--- src/rtl/ex_ctrl_pkg.sv ---
// Shared definitions for the EX-stage sequencing controllers: FSM encoding and
// default multi-cycle latency sizing.
package ex_ctrl_pkg;

  localparam logic [1:0] ST_IDLE = 2'd0;
  localparam logic [1:0] ST_EXEC = 2'd1;
  localparam logic [1:0] ST_HOLD = 2'd2;

  localparam int MC_MAX_LAT_DEF = 8;
  localparam int CNT_W_DEF      = 4;

endpackage

--- src/rtl/ex_sat_cnt.sv ---
// Saturating up-counter with enable; sticks at all-ones until reset.
// One-cycle update latency, no backpressure.
module ex_sat_cnt #(
  parameter int W = 16
) (
  input  logic         clk,
  input  logic         rst_n,
  input  logic         en,
  output logic [W-1:0] cnt
);

  logic [W-1:0] cnt_q;
  logic [W-1:0] cnt_d;

  always_comb begin
    cnt_d = cnt_q;
    if (en && (cnt_q != '1)) begin
      cnt_d = cnt_q + W'(1);
    end
  end

  always_ff @(posedge clk or negedge rst_n) begin
    if (!rst_n) begin
      cnt_q <= '0;
    end else begin
      cnt_q <= cnt_d;
    end
  end

  assign cnt = cnt_q;

endmodule

--- src/rtl/ex2_stage_ctrl.sv ---
// EX2 sequencing controller: ACT commits EX2->ME2, holds EX2 for multi-cycle ops
// and ME2 stalls; outputs are combinational from state, ME2 stall is the backpressure.
module ex2_stage_ctrl
  import ex_ctrl_pkg::*;
#(
  parameter int MC_MAX_LAT = MC_MAX_LAT_DEF,
  parameter int CNT_W      = CNT_W_DEF,
  parameter int STC_W      = 16
) (
  input  logic             CLK,
  input  logic             RST,
  input  logic             r_ex2_valid_Q,
  input  logic             ex2_mc,
  input  logic [CNT_W-1:0] ex2_mc_lat,
  input  logic             me2_stall,
  input  logic             flush,
  output logic             ACT,
  output logic             BUBBLE,
  output logic             ex2_hold,
  output logic             mc_start,
  output logic             mc_kill,
  output logic [STC_W-1:0] ex2_stall_cnt
);

  logic [1:0]       state_q, state_d;
  logic [CNT_W-1:0] cnt_q, cnt_d;
  logic [CNT_W-1:0] lat_eff;
  logic             act_c, bubble_c, hold_c, start_c, kill_c;

  assign lat_eff = (ex2_mc_lat > CNT_W'(MC_MAX_LAT)) ? CNT_W'(MC_MAX_LAT) : ex2_mc_lat;

  // ME2 takes whatever is presented whenever it is not stalled; BUBBLE alone
  // decides whether that is a real instruction.
  always_comb begin
    state_d  = state_q;
    cnt_d    = cnt_q;
    act_c    = ~me2_stall;
    bubble_c = 1'b1;
    hold_c   = 1'b0;
    start_c  = 1'b0;
    kill_c   = 1'b0;
    if (flush) begin
      state_d = ST_IDLE;
      cnt_d   = '0;
      kill_c  = (state_q != ST_IDLE);
    end else begin
      case (state_q)
        ST_IDLE: begin
          if (r_ex2_valid_Q) begin
            if (ex2_mc && (lat_eff != '0)) begin
              start_c = 1'b1;
              hold_c  = 1'b1;
              cnt_d   = lat_eff;
              state_d = ST_EXEC;
            end else if (!me2_stall) begin
              bubble_c = 1'b0;
            end else begin
              hold_c = 1'b1;
            end
          end
        end
        ST_EXEC: begin
          if (cnt_q <= CNT_W'(1)) begin
            cnt_d = '0;
            if (!me2_stall) begin
              bubble_c = 1'b0;
              state_d  = ST_IDLE;
            end else begin
              hold_c  = 1'b1;
              state_d = ST_HOLD;
            end
          end else begin
            cnt_d  = cnt_q - CNT_W'(1);
            hold_c = 1'b1;
          end
        end
        ST_HOLD: begin
          if (!me2_stall) begin
            bubble_c = 1'b0;
            state_d  = ST_IDLE;
          end else begin
            hold_c = 1'b1;
          end
        end
        default: begin
          state_d = ST_IDLE;
          cnt_d   = '0;
        end
      endcase
    end
  end

  always_ff @(posedge CLK or negedge RST) begin
    if (!RST) begin
      state_q <= ST_IDLE;
      cnt_q   <= '0;
    end else begin
      state_q <= state_d;
      cnt_q   <= cnt_d;
    end
  end

  // Outputs are forced quiet for as long as reset is held.
  assign ACT      = act_c & RST;
  assign BUBBLE   = bubble_c | ~RST;
  assign ex2_hold = hold_c & RST;
  assign mc_start = start_c & RST;
  assign mc_kill  = kill_c & RST;

  ex_sat_cnt #(.W(STC_W)) u_stall_cnt (
    .clk   (CLK),
    .rst_n (RST),
    .en    (ex2_hold),
    .cnt   (ex2_stall_cnt)
  );

endmodule

--- config.mk ---
export PLATFORM = sky130hd
export DESIGN_NAME = ex2_stage_ctrl
export DESIGN_NICKNAME = d
export VERILOG_FILES = /design/src/rtl/ex_ctrl_pkg.sv /design/src/rtl/ex_sat_cnt.sv /design/src/rtl/ex2_stage_ctrl.sv
export SDC_FILE = /design/constraint.sdc
export NUM_CORES = 1
export LEC_CHECK = 0
export BUFFER_PORTS_ARGS = -buffer_cell sky130_fd_sc_hd__clkbuf_2
export CORE_MARGIN = 2
export CORE_UTILIZATION = 47
export CTS_CLUSTER_DIAMETER = 80
export DETAILED_ROUTE_END_ITERATION = 8
export PLACE_DENSITY = 0.74
export SLEW_MARGIN = 20
export SYNTH_ARGS = -nofsm -noshare
export SYNTH_HDL_FRONTEND = slang
export SYNTH_SLANG_ARGS = --single-unit
--- constraint.sdc ---
create_clock -name CLK -period 1.7 [get_ports CLK]
set_input_delay 0.085 -clock CLK [delete_from_list [all_inputs] [get_ports CLK]]
set_output_delay 0.085 -clock CLK [all_outputs]
set_load 0.03 [all_outputs]
* Word-level counts from Yosys, hierarchy flattened *
Index checks and enable logic that the tools add are counted.

operators by class
  $add $sub $neg = 2
  magnitude comparators = 2
  equal/unequal tests = 8
  muxes and demuxes = 27
  bitwise logic cells = 7
  reduce and logical (&&, ||, !) cells = 7

operator list
  operator                                             number
  2-to-1 mux 4 bit                                     5
  adder 16 x 1 -> 16 bit, second input constant        1
  inequality test 16 bit, second input constant        1
  2-to-1 mux 1 bit                                     12
  2-to-1 mux 2 bit                                     6
  inequality test 3 bit, second input constant         4
  one-hot mux 4 bit (3 select lines)                   1
  one-hot mux 1 bit (3 select lines)                   2
  one-hot mux 2 bit (3 select lines)                   1
  AND 1 bit                                            4
  > comparator 4 bit, second input constant            1
  <= comparator 4 x 1 -> 1 bit, second input constant  1
  AND reduction 4 bit                                  1
  nonzero test 4 bit                                   1
  subtractor 4 x 1 -> 4 bit, second input constant     1
  AND reduction 3 bit                                  1
  equality test 2 x 1 -> 1 bit, second input constant  1
  equality test 2 bit, second input constant           1
  logical AND 1 bit                                    2
  zero test 2 bit                                      1
  inequality test 2 bit, second input constant         1
  inverter 1 bit                                       2
  nonzero test 2 bit                                   1
  OR 1 bit                                             1

word-level totals
  flip-flop bits (word level) = 22
  input bits = 10
  output and inout port bits = 21
  logic and storage cells = 56

* Longest topological paths before layout *
Gate-level depths: netlist of run 1.

  word-level depth = 10
  depth in mapped cells = 8

* By module *
Synthesis of run 1 repeated with hierarchy kept, for this count alone.

unflattened totals
  cell total of the unflattened synthesis = 132
  area total of the unflattened synthesis = 1,348.8 um2

modules (own cells, without submodules)
  module          times used  cells an instance  area an instance (um2)  sequential area each (um2)
  ex_sat_cnt      1           72                 859.6                   400.4
  ex2_stage_ctrl  1           60                 489.2                   150.1

* Worst setup path before layout of run 1 *
OpenSTA, ideal clock, no wires.

  path type = reg-to-reg
  from = register cnt_q[0]
  to = register u_stall_cnt.cnt_q[12] (netlist: u_stall_cnt.cnt[12])
  setup time = 0.135 ns
  arrival time = 1.740 ns
  data required time = 1.565 ns
  path slack = -0.175 ns
  cell stages (with the launch flop) = 8
  buffers on the path = 0
  path through = dfrtp_1 -> inv_1 -> ha_1 -> or2_4 -> a32oi_2 -> and2_1 -> nand4_1 -> xnor2_1

on the way
  longest elaborated chain between the ends = 6

RTL lines
  what                                line                   text
  start: declaration                  ex2_stage_ctrl.sv:26   logic [CNT_W-1:0] cnt_q, cnt_d;
  start signal: assignment            ex2_stage_ctrl.sv:99   cnt_q <= cnt_d;
  <= comparator 4 x 1 -> 1 bit        ex2_stage_ctrl.sv:63   if (cnt_q <= CNT_W'(1)) begin
  2-to-1 mux 1 bit                    ex2_stage_ctrl.sv:63
  one-hot mux 1 bit (3 select lines)  ex2_stage_ctrl.sv:47   case (state_q)
  2-to-1 mux 1 bit                    ex2_stage_ctrl.sv:42   if (flush) begin
  AND 1 bit                           ex2_stage_ctrl.sv:106  assign ex2_hold = hold_c & RST;
  net ex2_hold                        ex2_stage_ctrl.sv:19   output logic ex2_hold,
  logical AND 1 bit                   ex_sat_cnt.sv:17       if (en && (cnt_q != '1)) begin
  end signal: assignment              ex_sat_cnt.sv:26       cnt_q <= cnt_d;
  end: declaration                    ex_sat_cnt.sv:12       logic [W-1:0] cnt_q;

The timed path passes the listed nets, and every way through them passes these cells.
A chain may end at the register's enable or synchronous reset.

* Worst setup path in the final report of run 1 *
  from = register cnt_q[1]
  to = register u_stall_cnt.cnt_q[1] (netlist: u_stall_cnt.cnt[1])

on the way
  longest elaborated chain between the ends = 6

RTL lines
  what                                line
  <= comparator 4 x 1 -> 1 bit        ex2_stage_ctrl.sv:63
  2-to-1 mux 1 bit                    ex2_stage_ctrl.sv:63
  one-hot mux 1 bit (3 select lines)  ex2_stage_ctrl.sv:47
  2-to-1 mux 1 bit                    ex2_stage_ctrl.sv:42
  AND 1 bit                           ex2_stage_ctrl.sv:106
  logical AND 1 bit                   ex_sat_cnt.sv:17

No other way between the ends.

==> results.yml, run 1 <==
status:
  outcome: "finished, violations left"
  violations: "setup timing"
synth:
  synthDistinctLibCells: 39
  syn_area_um2: 1326
  synthTopCellsByCount: "22 x dfrtp_1, 18 x nor2_1, 11 x xor2_1"
  ys.flop_type: "dfrtp_1"
  ys_warn_count: 0
  synth_cells: 137
  synth.largest_area_cell: "dfrtp_1"
  yosys.cell_count.top_type: "dfrtp_1"
  ys_seq_area_frac: 0.4151
  netlist.area_leader.share: 0.4151
  ys_top_cells_by_area: "dfrtp_1 42%, xor2_1 7.3%, nor2_1 5.1%, xnor2_1 3.3%, nand3_1 3.0%"
  ys_ff_latch: 22
  synth.avg_cell_area_um2: 9.681
  synth_edf_count: 0
  synth_nets: 150
  synthArstFlopShare: 1.000
worst_setup_path:
  worstPathMaxFanout: 7
  cp-startpoint: "cnt_q[1]"
  worst_setup_path_end_kind: "register"
  reg2reg_from: "cnt_q[1]"
  startpoint_type: "register"
  critPathKind: "register to register"
  critPathMaxStageDelay_ns: 0.39
  path_buf_inv: 2
  cp_slowest_cell: "dfrtp_1"
  required_ns: 1.90
  crit_chain: "inv_2 -> ha_4 -> or2_4 -> a32oi_2 -> nand3_2 -> clkbuf_16 -> mux2_4"
  crit_family: "simple AND/OR/NAND/NOR gates"
  worstPathArrival_ns: 2.07
routing:
  wl_per_cell_um: 14.40
  drt_pre_antenna_iters: 4
  drc: 0
  dr_total_vias: 1194
  routed_wl_um: 3154
  wl_met3_um: 116
  dr_wl_met2_um: 1742
  wl_met1_um: 1277
  dr.max_layer_used: "met4"
  ant_nets: 0
  drtIter0Drc: 29
  viasPerCell: 5.452
sta:
  worst_slew_pin_slew_ns: 0.5266
  worst_slack_ns: -0.1709
  relSlewSlack: 0.6451
  min_period_over_period: 1.101
  fin_crit_ns: 1.871
  hold_violations: 0
  fin_setup_tns_ns: -2.184
  hold_slack_ns: 0.1123
  fmax_mhz: 534.5
  setup_viol: 20
  fin_skew_ns: 0.002109
  slew_violations: 0
  grt_setup_unrepaired: "yes"
finish:
  layout-drive-gt1-share: 0.4840
  diodes: 0
  final_cell_area_um2: 1851
  nets: 202
  multi_input_area_um2: 828.3
  syn_to_final_growth_pct: 39.53
  fill_cells: 227
  regArea_um2: 558.0
  utilization: 0.6828
pwr:
  p_sw_frac: 0.3589
  pwr-share-seq: 0.434
  p_switching_mw: 0.5394
  p_per_area_nw_per_um2: 812.2
  power.share.clock: 0.187
  power_leakage_nw: 0.9244
  p_int_mw: 0.9637
  comb_power_share: 0.379
  peakVddDrop_uv: 869.0
cts:
  cts_tree: "done"
  path_clk_slew_ns: 0.12
  clk_path_buf_depth: 2
  cts_root_buf: "clkbuf_4"
  cts.sinks: 22
  cts_made_buffers: 3
  htreeDepth: 1
  clk_latency_ns: 0.30
grt:
  antenna_found_initial: 0
  grt_util_all_layers: 0.1961
  overflow: 0
  grt_max_degree: 25
  grt_pass1_wl_um: 5050
  grt_pass1_vias: 1175
placement:
  portBuffers: 30
  post_dp_cell_area_um2: 1622
  hpwl_um: 2235
  place.gp.congestion: 0.8243
  pre_cts_ws_ns: -0.1480
worst_hold_path:
  holdCritStartpoint: "flush"
  hp-class: "input pin to register"
floorplanning:
  die_x_um: 57.12
  core_area_um2: 2710
  die_y_um: 57.12
  die_area_um2: 3263
  ioPinCount: 31
  fp-row-count: 19
  initial_core_util: 0.4894
run:
  drv_cap: 0
## layout by cell type (no fill, tap or decap), drive strengths merged, types with 5 or more instances in the layout
cell type  netlist  routed
clkbuf           0      32
buf              4      22
dfrtp           22      22
nor2            18      18
xor2            11      11
nand2           10      10
nand3            9       9
nor3             9       9
inv              7       7
a21oi            6       6
xnor2            5       5
## tightest hold or removal path: stages
cell and delay (ns):
clkbuf_2 0.09, buf_4 0.15, nor2_1 0.06
## power groups by stage
stage	logic, mW	registers [mW]	clock network, mW
floorplan	0.197	0.771	0
global placement	0.496	0.657	0
detailed placement	0.504	0.660	0
CTS	0.528	0.649	0.290
global route	0.609	0.663	0.326
finish	0.570	0.652	0.281
## final timing paths
kind / to / slack, ns / cells past startpoint
setup / recovery: u_stall_cnt.cnt[1] / -0.17 / 7
max in group asynchronous: u_stall_cnt.cnt[1] / 1.11 / 3
hold / removal: cnt_q[2] / 0.11 / 3
setup reg to reg: u_stall_cnt.cnt[1] / -0.17 / 7
min in group asynchronous: state_q[1] / 0.34 / 3
hold reg to reg: u_stall_cnt.cnt[5] / 0.49 / 1
## registers in the layout (all words and copies together) (netlist names)
signal / count
cnt_q: 4
state_q: 2
u_stall_cnt.cnt: 16
## cell type report
class / count / share of cell area
clock buffers: 4 / 0.01961
repair buffers: 51 / 0.1961
well taps: 31 / 0.02096
inverters: 7 / 0.01420
multi-input cells: 104 / 0.4476
flip-flops and latches: 22 / 0.3016
## metal layers
metal  GRT usage  vias up
li1            -      578
met1      0.2287      592
met2      0.3547       22
met3     0.03628        2
met4     0.07641        0
met5           0        -
## metrics by stage
stage               cells  power (mW)
floorplan             137      0.9682
global placement      208       1.152
detailed placement    208       1.165
CTS                   216       1.467
global route          219       1.598
finish                219       1.503
## cells by family after synthesis
group	share of synthesized area
and+or+nand+nor	0.3010
adders and majority gates	0.02830
AOI/OAI and AO/OA	0.1000
buffers and inverters	0.04151
xor gates and xnor gates	0.1057
muxes	0.008490
DFF	0.4151
## timing repair
item / CTS / global route
gates cloned: 0 / 1
setup endpoints to repair: 17 / 22
resized for setup: 13 / 18
hold endpoints to repair: 22 / 0
pin swaps: 4 / 15
hold buffers: 1 / 0
buffers inserted: 3 / 2
Note: power is estimated with default switching activity, not from simulation.
==> run 2: changes to the inputs <==
- CORE_ASPECT_RATIO: default -> 1.4
==> results.yml, run 2 (synthesis results as in run 1) <==
finish:
  layout-drive-gt1-share: 0.4652
  nets: 201
  syn_to_final_growth_pct: 35.85
  most-common-layout-cells: "27 x clkbuf_2, 17 x buf_4, 16 x nor2_1, 16 x dfrtp_1, 11 x xor2_1"
  diodes: 0
  layoutNonFillerInstCount: 223
  final_cell_area_um2: 1802
  largest_reg_flops: 16
  layout_commonest_cell: "clkbuf_2"
  fill_cells: 240
worst_setup_path:
  startpoint_type: "register"
  worstPathMaxFanout: 7
  worst_setup_path_end_kind: "primary output"
  reg2reg_from: "cnt_q[0]"
  cp-startpoint: "state_q[0]"
  critPathKind: "register to primary output"
  r2r_cells: 7
  required_ns: 1.62
  worstPathArrival_ns: 1.77
placement:
  place.gp.congestion: 0.8241
  dp.cells: 214
  post_dp_cell_area_um2: 1635
  pre_cts_ws_ns: -0.1575
  hpwl_um: 2341
  portBuffers: 30
routing:
  wl_per_cell_um: 13.74
  drt_pre_antenna_iters: 4
  dr_total_vias: 1168
  drtIter0Drc: 14
  viasPerCell: 5.238
  ant_nets: 0
  drc: 0
  routed_wl_um: 3063
sta:
  fin_setup_tns_ns: -1.068
  grt_setup_unrepaired: "yes"
  worst_slew_pin_slew_ns: 0.5406
  relSlewSlack: 0.6357
  worst_slack_ns: -0.1594
  hold_violations: 0
  fin_skew_ns: 0.009911
  fin_crit_ns: 1.859
  min_period_over_period: 1.094
  fmax_mhz: 537.8
  setup_viol: 16
  slew_violations: 0
pwr:
  p_per_area_nw_per_um2: 830.9
  pwr-share-seq: 0.439
  comb_power_share: 0.364
  p_switching_mw: 0.5424
  peakVddDrop_uv: 875.1
  power.share.clock: 0.197
  power_leakage_nw: 0.8838
  p_int_mw: 0.9546
  p_sw_frac: 0.3623
cts:
  clk_path_buf_depth: 2
  cts_made_buffers: 3
  htreeDepth: 1
  clk_latency_ns: 0.31
  cts.sinks: 22
  cts_root_buf: "clkbuf_4"
  path_clk_slew_ns: 0.13
  cts_tree: "done"
status:
  violations: "setup timing"
  outcome: "finished, violations left"
grt:
  grt_pass1_vias: 1185
  grt_util_all_layers: 0.2024
  grt_pass1_wl_um: 5064
  overflow: 0
  antenna_found_initial: 0
  grt_max_degree: 25
worst_hold_path:
  holdCritStartpoint: "flush"
  hp-class: "input pin to register"
  hold_depth: 3
floorplanning:
  die_x_um: 48.90
  initial_core_util: 0.5019
  core_area_um2: 2643
  die_y_um: 66.86
  die_area_um2: 3269
  ioPinCount: 31
  fp-row-count: 22
run:
  drv_cap: 0
## run 2: cell types whose count changed in the layout (fill, tap and decap cells not counted), sizes merged
cell  before  now
buf       22   21
## run 2: stage by stage
step	util	hold WS, ns	power (mW)
floorplan	-	-0.2106	0.9682
global placement	0.6188	0.1661	1.154
detailed placement	0.6188	0.1606	1.172
CTS	0.6652	0.1032	1.478
global route	0.6818	0.1035	1.575
finish	0.6818	0.09298	1.497
## run 2: layer usage
layer  wire [um]  track usage  up-vias
met1        1183       0.2171      563
met4          48      0.08929        0
met5           0            0        -
li1            -            -      574
met2        1741       0.4024       27
met3          90      0.01345        4
## run 2: layout make-up
type	instances	area, um2	share of cell area
clock buffers	4	36.28	0.02014
inverters	7	26.28	0.01458
multi-input cells	104	794.5	0.4410
flip-flops and latches	22	558.0	0.3097
well taps	36	45.04	0.02500
repair buffers	50	341.6	0.1896
## run 2: critical path: stages, from the launching register on
cell and delay [ns]:
dfrtp_1 0.48, or4b_2 0.67, nor2_1 0.11, clkbuf_4 0.19
## run 2: power by group through the flow
stage | clock network (mW) | logic (mW) | registers (mW)
global placement | 0 | 0.497 | 0.657
CTS | 0.293 | 0.529 | 0.656
floorplan | 0 | 0.197 | 0.771
global route | 0.324 | 0.586 | 0.665
finish | 0.295 | 0.545 | 0.657
detailed placement | 0 | 0.507 | 0.665
## run 2: repair_timing
action,4_1_cts,5_1_grt
setup buffers,3,1
gates resized for setup,13,10
endpoints found under the hold margin,22,0
hold buffers,1,0
pin swaps,5,5
endpoints found under the setup margin,19,22
## run 2: path summary, 6_finish.rpt
path	end	slack, ns
min reg2reg	u_stall_cnt.cnt[5]	0.51
max reg2reg	u_stall_cnt.cnt[14]	-0.13
min	state_q[0]	0.09
max in group asynchronous	u_stall_cnt.cnt[1]	1.19
max	mc_start	-0.16
min in group asynchronous	u_stall_cnt.cnt[14]	0.30
==> run 3: changes to the inputs <==
- CORE_ASPECT_RATIO: 1.4 -> 1.5
==> results.yml, run 3 (synthesis results as in run 1) <==
sta:
  slew_violations: 0
  hold_violations: 0
  min_period_over_period: 1.098
  setup_viol: 19
  fin_crit_ns: 1.866
  fmax_mhz: 536.0
  worst_slack_ns: -0.1658
  fin_setup_tns_ns: -2.032
  fin_skew_ns: 0.002020
  relSlewSlack: 0.6188
  grt_setup_unrepaired: "yes"
  worst_slew_pin_slew_ns: 0.5656
grt:
  grt_pass1_vias: 1169
  grt_max_degree: 25
  grt_pass1_wl_um: 5250
  antenna_found_initial: 0
  grt_util_all_layers: 0.2188
  overflow: 0
floorplanning:
  fp-row-count: 23
  die_area_um2: 3272
  core_area_um2: 2676
  die_x_um: 47.38
  die_y_um: 69.06
  ioPinCount: 31
  initial_core_util: 0.4956
run:
  drv_cap: 0
pwr:
  peakVddDrop_uv: 1150
  finalPower_mw: 1.620
  power_leakage_nw: 0.9220
  p_per_area_nw_per_um2: 860.7
cts:
  cts_made_buffers: 3
  cts.sinks: 22
  cts_tree: "done"
  htreeDepth: 1
  path_clk_slew_ns: 0.08
  clk_latency_ns: 0.26
  cts_root_buf: "clkbuf_8"
  clk_path_buf_depth: 2
routing:
  routed_wl_um: 3426
  drt_pre_antenna_iters: 4
  drtIter0Drc: 15
  dr_total_vias: 1210
  drc: 0
  viasPerCell: 5.354
  wl_per_cell_um: 15.16
  ant_nets: 0
worst_setup_path:
  worstPathMaxFanout: 15
  critPathKind: "register to register"
  worst_setup_path_end_kind: "register"
  required_ns: 1.88
  worstPathArrival_ns: 2.05
  startpoint_type: "register"
finish:
  diodes: 0
  syn_to_final_growth_pct: 41.89
  nets: 203
  largest_reg_flops: 16
  layout-drive-gt1-share: 0.4921
  most-common-layout-cells: "27 x clkbuf_2, 18 x buf_4, 16 x dfrtp_1"
  layout_commonest_cell: "clkbuf_2"
status:
  outcome: "finished, violations left"
  violations: "setup timing"
worst_hold_path:
  hp-class: "input pin to register"
placement:
  portBuffers: 30
  hpwl_um: 2324
  place.gp.congestion: 0.8783
-- run 3: cell types whose count changed in the layout (fill, tap and decap cells not counted), moves of 2 or more --
cell	delta
o31ai_2	+2
a21oi_1	-2
clkbuf_8	+3
a21oi_2	+2
nor2_4	+3
clkbuf_4	-4
o31ai_1	-2
nor2_1	-2
-- run 3: what timing repair did --
action	in CTS	in global routing
endpoints found under the hold margin	22	0
resized for setup	13	21
pin swaps	3	13
setup endpoints to repair	16	22
buffers inserted	3	5
hold buffers	1	0
-- run 3: worst paths after layout --
kind / slack (ns) / to / from / cells past startpoint
setup reg to reg: -0.17 / u_stall_cnt.cnt[15] / cnt_q[0] / 7
min in group asynchronous: 0.40 / u_stall_cnt.cnt[6] / RST / 3
hold reg to reg: 0.49 / u_stall_cnt.cnt[5] / u_stall_cnt.cnt[5] / 1
setup / recovery: -0.17 / u_stall_cnt.cnt[15] / cnt_q[0] / 7
hold / removal: 0.16 / state_q[0] / flush / 3
max in group asynchronous: 1.04 / u_stall_cnt.cnt[2] / RST / 3
-- run 3: report_power, final --
| part | leakage [nW] | total (mW) | internal (mW) | switching [mW] |
|---|---|---|---|---|
| clock network | 0.0288 | 0.379 | 0.207 | 0.172 |
| logic | 0.614 | 0.589 | 0.250 | 0.339 |
| registers | 0.279 | 0.652 | 0.590 | 0.0621 |
| total | 0.922 | 1.62 | 1.05 | 0.573 |
-- run 3: cell type report --
type / count / area, um2
fillers: 225 / 794.5
inverters: 7 / 26.28
multi-input cells: 104 / 828.3
repair buffers: 52 / 367.9
clock buffers: 4 / 55.05
flip-flops and latches: 22 / 558.0
well taps: 37 / 46.29
-- run 3: worst max-delay path, cell delays in order, from the launching register on --
cell     delay (ns)
dfrtp_1        0.40
ha_2           0.19
or2_4          0.25
a32oi_2        0.26
nand3_2        0.13
buf_12         0.19
nor4_4         0.16
xor2_1         0.20
-- run 3: routing by layer --
| layer | part of all wire | vias to the layer above | global-route usage |
|---|---|---|---|
| met5 | 0 | - | 0 |
| met4 | 0.029 | 0 | 0.08333 |
| met3 | 0.034 | 10 | 0.03403 |
| met2 | 0.56 | 35 | 0.3694 |
| met1 | 0.38 | 583 | 0.2620 |
| li1 | - | 582 | - |
-- run 3: through the flow --
stage / instance area [um2] / setup WS, ns / hold WS [ns] / util / std cells
final: 1882 / -0.1658 / 0.1598 / 0.7031 / 226
after global routing: 1882 / -0.2690 / 0.1641 / 0.7031 / 226
after CTS: 1775 / -0.1357 / 0.1512 / 0.6634 / 222
after detailed placement: 1629 / -0.1941 / 0.1614 / 0.6087 / 214
after global placement: 1629 / -0.07262 / 0.1548 / 0.6087 / 214
after floorplan: 1344 / -0.09883 / -0.2106 / - / 137
